`config.mk`:
```
export PLATFORM = sky130hd
export DESIGN_NAME = device1_tx_frame_controller_flat
export DESIGN_NICKNAME = d
export VERILOG_FILES = /design/src/rtl/device1_tx_frame_controller_pkg.sv /design/src/rtl/device1_tx_frame_controller_if.sv /design/src/rtl/device1_tx_frame_controller_baud_timer.sv /design/src/rtl/device1_tx_frame_controller.sv /design/src/flat_wrapper.sv
export SDC_FILE = /design/constraint.sdc
export NUM_CORES = 1
export LEC_CHECK = 0
export ABC_AREA = 1
export CAP_MARGIN = 25
export CORE_ASPECT_RATIO = 1.2
export CORE_MARGIN = 8
export CORE_UTILIZATION = 30
export CTS_CLUSTER_SIZE = 12
export DETAILED_ROUTE_END_ITERATION = 10
export HOLD_SLACK_MARGIN = 0.1
export PLACE_DENSITY = 0.57
export SYNTH_ARGS = -nofsm -noshare
export SYNTH_HDL_FRONTEND = slang
export SYNTH_HIERARCHICAL = 1
export SYNTH_SLANG_ARGS = --single-unit
```
`constraint.sdc`:
```
create_clock -name clk -period 4.05 [get_ports clk]
set_input_delay 0.6075 -clock clk [delete_from_list [all_inputs] [get_ports clk]]
set_output_delay 0.6075 -clock clk [all_outputs]
set_load 0.03 [all_outputs]
```
`src/rtl/device1_tx_frame_controller_pkg.sv`:
```
// Shared types and helpers for the device1 UART transmit frame controller.
package uart_tx_ctrl_pkg;

    typedef enum logic [2:0] {
        IDLE   = 3'd0,
        START  = 3'd1,
        DATA   = 3'd2,
        PARITY = 3'd3,
        STOP   = 3'd4
    } tx_state_e;

    localparam int MIN_DATA_W  = 5;
    localparam int MAX_CHAR_W  = 8;

    // Legal character widths are 5..8; anything outside is pulled to the nearest bound.
    function automatic logic [3:0] clamp_width(input logic [3:0] width);
        if (width < 4'(MIN_DATA_W)) begin
            return 4'(MIN_DATA_W);
        end else if (width > 4'(MAX_CHAR_W)) begin
            return 4'(MAX_CHAR_W);
        end else begin
            return width;
        end
    endfunction

endpackage

```
`src/rtl/device1_tx_frame_controller_if.sv`:
```
// Character handshake between the driver BFM layer and the transmit frame controller.
interface device1_tx_frame_controller_if #(
    parameter int MAX_DATA_W = 8
) ();
    logic                  tx_valid;
    logic                  tx_ready;
    logic [MAX_DATA_W-1:0] tx_data;

    modport master (
        output tx_valid,
        output tx_data,
        input  tx_ready
    );

    modport slave (
        input  tx_valid,
        input  tx_data,
        output tx_ready
    );
endinterface

```
`src/rtl/device1_tx_frame_controller_baud_timer.sv`:
```
// Loadable down-counter that times one serial bit; bit_end marks the final clock of a bit.
module uart_baud_timer #(
    parameter int DIV_WIDTH = 16
) (
    input  logic                 clk,
    input  logic                 rst_n,
    input  logic                 load,
    input  logic [DIV_WIDTH-1:0] load_val,
    output logic                 bit_end
);

    logic [DIV_WIDTH-1:0] cnt_reg;

    always_ff @(posedge clk) begin
        if (!rst_n) begin
            cnt_reg <= '0;
        end else if (load) begin
            cnt_reg <= load_val;
        end else if (cnt_reg != '0) begin
            cnt_reg <= cnt_reg - DIV_WIDTH'(1);
        end
    end

    assign bit_end = (cnt_reg == '0);

endmodule

```
`src/rtl/device1_tx_frame_controller.sv`:
```
// Serializes one character per handshake onto the device1 UART tx line as
// start / 5..8 data / optional parity / 1..2 stop bits, each bit timed by a baud divisor.
module device1_tx_frame_controller
    import uart_tx_ctrl_pkg::*;
#(
    parameter int DIV_WIDTH  = 16,
    parameter int MAX_DATA_W = 8
) (
    input  logic                         clk,
    input  logic                         rst_n,
    input  logic [DIV_WIDTH-1:0]         cfg_baud_div,
    input  logic [3:0]                   cfg_data_width,
    input  logic                         cfg_parity_en,
    input  logic                         cfg_parity_odd,
    input  logic                         cfg_stop2,
    device1_tx_frame_controller_if.slave char_if,
    output logic                         tx,
    output logic                         busy,
    output logic                         frame_done
);

    tx_state_e             state_reg;
    tx_state_e             state_next;
    logic [MAX_DATA_W-1:0] data_reg;
    logic [MAX_DATA_W-1:0] data_masked;
    logic [3:0]            width_reg;
    logic [3:0]            accept_width;
    logic                  par_en_reg;
    logic                  par_odd_reg;
    logic                  stop2_reg;
    logic [DIV_WIDTH-1:0]  div_reg;
    logic [DIV_WIDTH-1:0]  accept_div;
    logic [DIV_WIDTH-1:0]  baud_load_val;
    logic [2:0]            bit_cnt_reg;
    logic [2:0]            bit_cnt_next;
    logic                  stop_cnt_reg;
    logic                  stop_cnt_next;
    logic                  tx_reg;
    logic                  tx_next;
    logic                  bit_end;
    logic                  baud_load;
    logic                  ready;
    logic                  accept;
    logic                  last_data_bit;
    logic                  last_stop_bit;
    logic                  parity_bit;

    assign accept_width = clamp_width(cfg_data_width);
    assign accept_div   = (cfg_baud_div == '0) ? DIV_WIDTH'(1) : cfg_baud_div;

    // Bits above the accepted width are cleared at latch time so parity can reduce the whole register.
    generate
        for (genvar gi = 0; gi < MAX_DATA_W; gi++) begin : g_mask
            assign data_masked[gi] = char_if.tx_data[gi] & (accept_width > 4'(gi));
        end
    endgenerate

    assign parity_bit    = (^data_reg) ^ par_odd_reg;
    assign last_data_bit = ({1'b0, bit_cnt_reg} == (width_reg - 4'd1));
    assign last_stop_bit = (stop_cnt_reg == stop2_reg);

    // Ready also on the final stop-bit clock so a waiting character follows with no idle gap.
    assign ready  = (state_reg == IDLE) || ((state_reg == STOP) && bit_end && last_stop_bit);
    assign accept = char_if.tx_valid && ready;

    assign baud_load     = accept || ((state_reg != IDLE) && bit_end);
    assign baud_load_val = accept ? (accept_div - DIV_WIDTH'(1)) : (div_reg - DIV_WIDTH'(1));

    uart_baud_timer #(
        .DIV_WIDTH (DIV_WIDTH)
    ) u_baud_timer (
        .clk      (clk),
        .rst_n    (rst_n),
        .load     (baud_load),
        .load_val (baud_load_val),
        .bit_end  (bit_end)
    );

    always_comb begin
        state_next    = state_reg;
        bit_cnt_next  = bit_cnt_reg;
        stop_cnt_next = stop_cnt_reg;
        tx_next       = tx_reg;
        case (state_reg)
            IDLE: begin
                tx_next = 1'b1;
                if (accept) begin
                    state_next = START;
                    tx_next    = 1'b0;
                end
            end
            START: begin
                if (bit_end) begin
                    state_next   = DATA;
                    bit_cnt_next = 3'd0;
                    tx_next      = data_reg[0];
                end
            end
            DATA: begin
                if (bit_end) begin
                    if (last_data_bit) begin
                        if (par_en_reg) begin
                            state_next = PARITY;
                            tx_next    = parity_bit;
                        end else begin
                            state_next    = STOP;
                            stop_cnt_next = 1'b0;
                            tx_next       = 1'b1;
                        end
                    end else begin
                        bit_cnt_next = bit_cnt_reg + 3'd1;
                        tx_next      = data_reg[bit_cnt_next];
                    end
                end
            end
            PARITY: begin
                if (bit_end) begin
                    state_next    = STOP;
                    stop_cnt_next = 1'b0;
                    tx_next       = 1'b1;
                end
            end
            STOP: begin
                if (bit_end) begin
                    if (last_stop_bit) begin
                        if (accept) begin
                            state_next = START;
                            tx_next    = 1'b0;
                        end else begin
                            state_next = IDLE;
                            tx_next    = 1'b1;
                        end
                    end else begin
                        stop_cnt_next = 1'b1;
                        tx_next       = 1'b1;
                    end
                end
            end
            default: begin
                state_next = IDLE;
                tx_next    = 1'b1;
            end
        endcase
    end

    always_ff @(posedge clk) begin
        if (!rst_n) begin
            state_reg    <= IDLE;
            tx_reg       <= 1'b1;
            bit_cnt_reg  <= 3'd0;
            stop_cnt_reg <= 1'b0;
            data_reg     <= '0;
            width_reg    <= 4'(MIN_DATA_W);
            par_en_reg   <= 1'b0;
            par_odd_reg  <= 1'b0;
            stop2_reg    <= 1'b0;
            div_reg      <= DIV_WIDTH'(1);
        end else begin
            state_reg    <= state_next;
            tx_reg       <= tx_next;
            bit_cnt_reg  <= bit_cnt_next;
            stop_cnt_reg <= stop_cnt_next;
            // Frame configuration is frozen here; later cfg changes wait for the next character.
            if (accept) begin
                data_reg    <= data_masked;
                width_reg   <= accept_width;
                par_en_reg  <= cfg_parity_en;
                par_odd_reg <= cfg_parity_odd;
                stop2_reg   <= cfg_stop2;
                div_reg     <= accept_div;
            end
        end
    end

    assign tx               = tx_reg;
    assign busy             = (state_reg != IDLE);
    assign frame_done       = (state_reg == STOP) && bit_end && last_stop_bit;
    assign char_if.tx_ready = ready;

endmodule

```
`src/flat_wrapper.sv`:
```
// flat-port wrapper written by rule: the top's interface ports become plain ports
module device1_tx_frame_controller_flat import uart_tx_ctrl_pkg::*;
#(
    parameter int DIV_WIDTH  = 16,
    parameter int MAX_DATA_W = 8
)
  (clk, rst_n, cfg_baud_div, cfg_data_width, cfg_parity_en, cfg_parity_odd, cfg_stop2, tx, busy, frame_done, char_if_tx_valid, char_if_tx_data, char_if_tx_ready);
  device1_tx_frame_controller_if #(.MAX_DATA_W(MAX_DATA_W)) char_if_i ();
  input  logic clk;
  input  logic rst_n;
  input  logic [DIV_WIDTH-1:0] cfg_baud_div;
  input  logic [3:0] cfg_data_width;
  input  logic cfg_parity_en;
  input  logic cfg_parity_odd;
  input  logic cfg_stop2;
  output logic tx;
  output logic busy;
  output logic frame_done;
  input wire logic [$bits(char_if_i.tx_valid)-1:0] char_if_tx_valid;
  input wire logic [$bits(char_if_i.tx_data)-1:0] char_if_tx_data;
  output wire logic [$bits(char_if_i.tx_ready)-1:0] char_if_tx_ready;
  assign char_if_i.tx_valid = char_if_tx_valid;
  assign char_if_i.tx_data = char_if_tx_data;
  assign char_if_tx_ready = char_if_i.tx_ready;
  device1_tx_frame_controller #(.DIV_WIDTH(DIV_WIDTH), .MAX_DATA_W(MAX_DATA_W)) u_core (.clk(clk), .rst_n(rst_n), .cfg_baud_div(cfg_baud_div), .cfg_data_width(cfg_data_width), .cfg_parity_en(cfg_parity_en), .cfg_parity_odd(cfg_parity_odd), .cfg_stop2(cfg_stop2), .char_if(char_if_i), .tx(tx), .busy(busy), .frame_done(frame_done));
endmodule
```
[After elaboration in Yosys (flattened, before gate mapping)]
Index checks and enable logic that the tools add are counted.
Storage, ports and cells
  register bits after elaboration: 55
  input bits: 34
  output and inout port bits: 4
  logic and storage cells: 109
Operators by class
  $add $sub $neg: 5
  $lt $le $gt $ge: 11
  eq/ne operators: 16
  mux-type cells: 38
  bitwise gates (word level): 9
  reductions and logical operators: 19
Operators with widths (count)
  2-to-1 mux 16 bit: 4
  subtractor 16 x 1 -> 16 bit, second input constant: 3
  2-to-1 mux 3 bit: 11
  zero test 16 bit: 2
  > comparator 4 x 3 -> 1 bit, second input constant: 4
  2-to-1 mux 1 bit: 16
  nonzero test 16 bit: 1
  one-hot mux 3 bit (5 select lines): 1
  != test 2 x 1 -> 1 bit, second input constant: 7
  AND reduction 7 bit: 2
  AND 1 bit: 8
  > comparator 4 x 1 -> 1 bit, second input constant: 2
  > comparator 4 x 2 -> 1 bit, second input constant: 2
  2-to-1 mux 4 bit: 2
  AND reduction 4 bit: 2
  XOR reduction 8 bit: 1
  equality test 3 x 2 -> 1 bit, second input constant: 2
  != test 2 bit, second input constant: 3
  one-hot mux 3 bit (2 select lines): 1
  nonzero test 3 bit: 2
  one-hot mux 1 bit (5 select lines): 1
  equality test 3 x 4 -> 1 bit: 1
  > comparator 4 bit, second input constant: 1
  logical AND 1 bit: 4
  other kinds (13): 15

[Depth between registers and ports, before layout]
  depth in word-level cells: 9
  mapped depth: 22
  mapped depth without buffers: 21

[By module]
Netlist, hierarchy kept.
By module, submodules not included
  device1_tx_frame_controller: instances 1, cells each 401, area each 2536.2 µm², seq. area each 780.7 µm²
  uart_baud_timer: instances 1, cells each 180, area each 1114.8 µm², seq. area each 320.3 µm²

[Worst setup path before layout]
No wires, ideal clock.
  path kind: register to register
  start: register u_core.u_baud_timer.cnt_reg[0]
  end: register u_core.u_baud_timer.cnt_reg[6]
  library setup time: 0.128 ns
  data arrival time: 3.096 ns
  data required time: 3.922 ns
  setup slack: 0.826 ns
  stages on the path, launching flop included: 21
  buffers on the path: 0
  period minus slack after synthesis: 3.224 ns
  path through: dfxtp_1 -> inv_1 -> ha_1 -> nand2_4 -> nor2_8 -> nand4_4 -> inv_1 -> nand3_2 -> nor2_1 -> nor2_1 -> nor2_4 -> nand2_1 -> nand2_1 -> ha_1 -> nand3_1 -> nor3_2 -> xor2_1 -> nand2_1 -> inv_1 -> o21ai_0 -> nor2_1
Between the ends
  longest elaborated chain between the ends: 7
  elaborated cells on any way between the ends: 13
  those cells by class: add/sub: 1; mux: 3; reduce/logical: 9
Ends and longest elaborated chain
  from (decl): RTL line device1_tx_frame_controller_baud_timer.sv:12  | logic [DIV_WIDTH-1:0] cnt_reg;
  from (signal assigned): RTL line device1_tx_frame_controller_baud_timer.sv:18  | cnt_reg <= load_val;
  from (signal assigned): RTL line device1_tx_frame_controller_baud_timer.sv:20  | cnt_reg <= cnt_reg - DIV_WIDTH'(1);
  zero test 16 bit: RTL line device1_tx_frame_controller_baud_timer.sv:24  | assign bit_end = (cnt_reg == '0);
  named net u_core.bit_end: RTL line device1_tx_frame_controller.sv:40  | logic bit_end;
  logical AND 1 bit (2 in a row)
  named net frame_done: RTL line flat_wrapper.sv:18  | output logic frame_done;
  logical OR 1 bit: RTL line device1_tx_frame_controller.sv:63  | assign ready = (state_reg == IDLE) || ((state_reg == STOP) && bit_end && last_stop_bit);
  logical AND 1 bit: RTL line device1_tx_frame_controller.sv:64  | assign accept = char_if.tx_valid && ready;
  2-to-1 mux 16 bit: RTL line device1_tx_frame_controller.sv:67  | assign baud_load_val = accept ? (accept_div - DIV_WIDTH'(1)) : (div_reg - DIV_WIDTH'(1));
  named net u_core.baud_load_val[6]: RTL line device1_tx_frame_controller.sv:33  | logic [DIV_WIDTH-1:0] baud_load_val;
  2-to-1 mux 16 bit: RTL line device1_tx_frame_controller_baud_timer.sv:17  | end else if (load) begin
The timed path passes the listed nets, and every way through them passes these cells. The select of a mux whose other input is x is not followed.
A chain may end at the register's enable or synchronous reset.

[Worst setup path after layout]
  start: register u_core.u_baud_timer.cnt_reg[0]
  end: output char_if_tx_ready
Between the ends
  longest elaborated chain between the ends: 4
Ends and longest elaborated chain
  zero test 16 bit: RTL line device1_tx_frame_controller_baud_timer.sv:24
  named net u_core.bit_end: RTL line device1_tx_frame_controller.sv:40
  logical AND 1 bit (2 in a row): RTL line device1_tx_frame_controller.sv:63
  logical OR 1 bit: RTL line device1_tx_frame_controller.sv:63
  to (decl): RTL line flat_wrapper.sv:21  | output wire logic [$bits(char_if_i.tx_ready)-1:0] char_if_tx_ready;
The timed path passes the listed nets, and every way through them passes these cells.

==> impl_metrics.json <==
{
  "die_w_um": 117,
  "ys_seq_area_share_pct": 30.2,
  "syn_area_per_cell_sq_um": 6.28,
  "yosys_warnings": 6,
  "hold_viol_final": 0,
  "tns_ns": 0,
  "synth-compound-area-share_pct": 9.70,
  "crit_fanout": 17,
  "synth_xor_xnor_area_share_pct": 5.04,
  "rr_startpoint": "u_core/u_baud_timer/cnt_reg[0]",
  "die_y_um": 137,
  "cp.depth": 10,
  "max-cap-violations": 0,
  "cp_data_required_time_ns": 3.44,
  "drive_gt1_share_pct": 8.78,
  "hold_path_class": "flip-flop to flip-flop",
  "max_freq_mhz": 296,
  "initial_core_util_pct": 30.4,
  "reg2reg_to": "u_core/u_baud_timer/cnt_reg[6]",
  "criticalPathCategory": "flip-flop to primary output",
  "grt.met1_usage_pct": 14.2,
  "grt_max_degree": 38,
  "hold_slack_ns": 0.478,
  "holdPathStages": 2,
  "tightestPinTransition_ns": 0.895,
  "syn_area_sq_um": 3650,
  "cts_buffers": 5,
  "cts_tree": "yes",
  "critPathCapture": "char_if_tx_ready",
  "dr.first_iter.drc_count": 170,
  "rows": 44,
  "worstPathCellList": "inv_1 > ha_1 > nand2_4 > nor2_8 > nand4_4 > inv_1 > nand3_2 > o21ai_4 > buf_4 > clkdlybuf4s50_1",
  "overflow": 0,
  "core_sq_um": 12000,
  "endpoint_kind": "primary output",
  "finalClockSkew_ns": 0.00579,
  "max-clock-path-buffers": 2,
  "die_area_sq_um": 16000,
  "leakagePower_nw": 1.97,
  "grtUsageMet2_pct": 21.3,
  "cp_slowest_stage_delay_ns": 0.71,
  "critPathBufInv": 4,
  "place_inst": 768,
  "clock_sinks": 55,
  "crit_path_start": "u_core/u_baud_timer/cnt_reg[0]",
  "synth-seq-cells": 55,
  "muxShareOfSynthArea_pct": 0,
  "cts_resized": 0,
  "finalPower_mw": 3.10,
  "fin_crit_sh_pct": 83.5,
  "busiest_layer": "met2",
  "route.detailed.drc": 0,
  "ant_nets": 0,
  "dpl.hpwl_mm": 7.25,
  "grt_usage_pct": 12.3,
  "boundaryPins": 38,
  "path_common_cell": "inv_1",
  "crit_path_top_delay_cell": "clkdlybuf4s50_1",
  "vias": 3547,
  "nNetsFinal": 652,
  "stdcell_count": 776,
  "drt_wl_total_mm": 9.36,
  "yosys.area_share.simple_pct": 44.9,
  "netlist_instances": 581,
  "r2r_slack_ns": 0.69,
  "worstPathArrival_ns": 2.78,
  "relSlewSlack_pct": 40.3,
  "met3_usage_pct": 2.21,
  "routedWlPerCell_um": 12.1,
  "cts-hold-fix-buffers": 0,
  "first_pass_iters": 4,
  "grt_pass1_vias": 3508,
  "powerDensity_nw_per_um2": 720,
  "portBuffers": 37,
  "irDropWorstVdd_v": 0.000279,
  "syn_nets": 619,
  "diodes": 0,
  "synth_fa_ha_area_share_pct": 1.37,
  "rsz0062_at_grt": "no",
  "synth_top_family_by_area": "simple AND/OR/NAND/NOR gates",
  "path_clk_slew_ns": 0.07,
  "grt_pass1_wl_mm": 15.9,
  "reg2reg_depth": 18,
  "slew_viol_final": 0,
  "setup_viol": 0,
  "drt-vias-per-instance": 4.57,
  "synth_cell_types": 36,
  "syn2layout_area_growth_pct": 18.1,
  "cts-htree-levels": 2,
  "min_period_ns": 3.38,
  "postCtsSetupBuffers": 0,
  "cts-root-buf": "clkbuf_16",
  "crit_family": "buffers and inverters",
  "antenna_found_initial": 0,
  "place.gp.congestion": 0.846,
  "status": "complete, no violations",
  "cp-start-kind": "flip-flop",
  "worstSkewPairLatency_ns": 0.29
}
==> kinds of logic after synthesis <==
kind of cell / after synthesis
flops: 55
buf+inv: 81
compound gates: 64
xor+xnor: 21
fa+ha+maj: 4
simple gates: 356
==> power breakdown <==
group	internal (mW)	leakage [nW]	switching, mW	total [mW]
Clock	0.229	0.0679	0.190	0.419
Sequential	0.691	0.453	0.127	0.818
Combinational	0.646	1.45	1.22	1.87
==> metrics by stage <==
stage | utilization (%) | setup WS, ns | cell area (sq um)
after detailed placement | 34.8 | 0.660 | 4170
after global routing | 35.9 | 0.275 | 4310
after floorplan | - | 0.826 | 3650
after global placement | 34.8 | 0.813 | 4170
final | 35.9 | 0.667 | 4310
after CTS | 35.9 | 0.634 | 4310
==> Yosys cell counts <==
library cell,instances,area share (%)
inv_1,64,6.6
nor2_4,5,1.5
o22ai_1,1,0.17
buf_4,1,0.21
buf_6,2,0.62
nand4_1,5,0.86
a211oi_1,1,0.21
a31oi_1,1,0.17
nor3_2,2,0.55
nor3_1,3,0.41
nand3_1,45,6.2
o21ai_4,1,0.45
clkinv_1,1,0.10
a2bb2oi_1,1,0.24
nand2_4,6,1.9
o21a_1,2,0.41
o21ai_0,27,3.7
clkbuf_1,11,1.1
inv_2,2,0.21
nor2_8,2,1.1
o211ai_1,1,0.21
nor2_2,11,1.9
a22oi_1,1,0.21
xor2_1,10,2.4
o21ai_2,1,0.24
nand3_2,3,0.82
nand2_1,157,16
ha_1,4,1.4
nor2_1,102,10
a21oi_1,27,3.7
xnor2_1,11,2.6
or2_2,2,0.34
dfxtp_1,55,30
nand2_2,9,1.5
nand4_4,1,0.58
nand3b_1,3,0.62
==> worst reg2reg max path: stages, from the launching register on <==
cell	delay, ns
dfxtp_1	0.33
inv_1	0.09
ha_1	0.23
nand2_4	0.13
nor2_8	0.14
nand4_4	0.13
inv_1	0.16
nand3_2	0.12
o21ai_4	0.17
nand2_4	0.27
o21ai_2	0.36
ha_1	0.30
nand3_1	0.14
nor3_2	0.25
xor2_1	0.10
nand2_1	0.07
inv_1	0.04
o21ai_0	0.15
nor2_1	0.05
==> layout by cell type, fill, tap and decap left out, types with 4 or more instances in the layout <==
cell	netlist	routed
nor2_1	102	102
nand3_1	45	45
a21oi_1	27	27
clkbuf_16	0	5
nand2_2	9	9
clkdlybuf4s50_1	0	37
nor2_4	5	5
dfxtp_1	55	55
nand2_1	157	157
ha_1	4	4
inv_1	64	64
xor2_1	10	10
o21ai_0	27	27
nor2_2	11	11
nand2_4	6	6
xnor2_1	11	11
nand4_1	5	5
==> worst min path at each step <==
stage | to | start | slack [ns]
2_1_floorplan | u_core/stop2_reg | u_core/stop2_reg | 0.44
3_3_place_gp | u_core/tx | u_core/tx | 0.46
3_5_place_dp | u_core/tx | u_core/tx | 0.46
4_1_cts | u_core/stop2_reg | u_core/stop2_reg | 0.48
5_1_grt | u_core/width_reg[3] | u_core/width_reg[3] | 0.51
6_report | u_core/stop2_reg | u_core/stop2_reg | 0.48
==> layer usage <==
| metal | wire, um | share of wire [%] | vias up |
|---|---|---|---|
| met5 | 0 | 0 | - |
| met3 | 355 | 3.8 | 16 |
| met1 | 4210 | 45 | 1576 |
| met2 | 4560 | 49 | 68 |
| li1 | - | - | 1887 |
| met4 | 233 | 2.5 | 0 |
==> area by class of cell <==
class / instances / area, sq um
clock buffer: 7 / 133
clock inverter: 1 / 5.00
fill: 1360 / 7690
inverter: 67 / 251
multi-input combinational: 445 / 2230
sequential: 55 / 1100
tap: 161 / 201
timing repair buffer: 40 / 393
No activity file was read; power rests on OpenSTA's default activity.
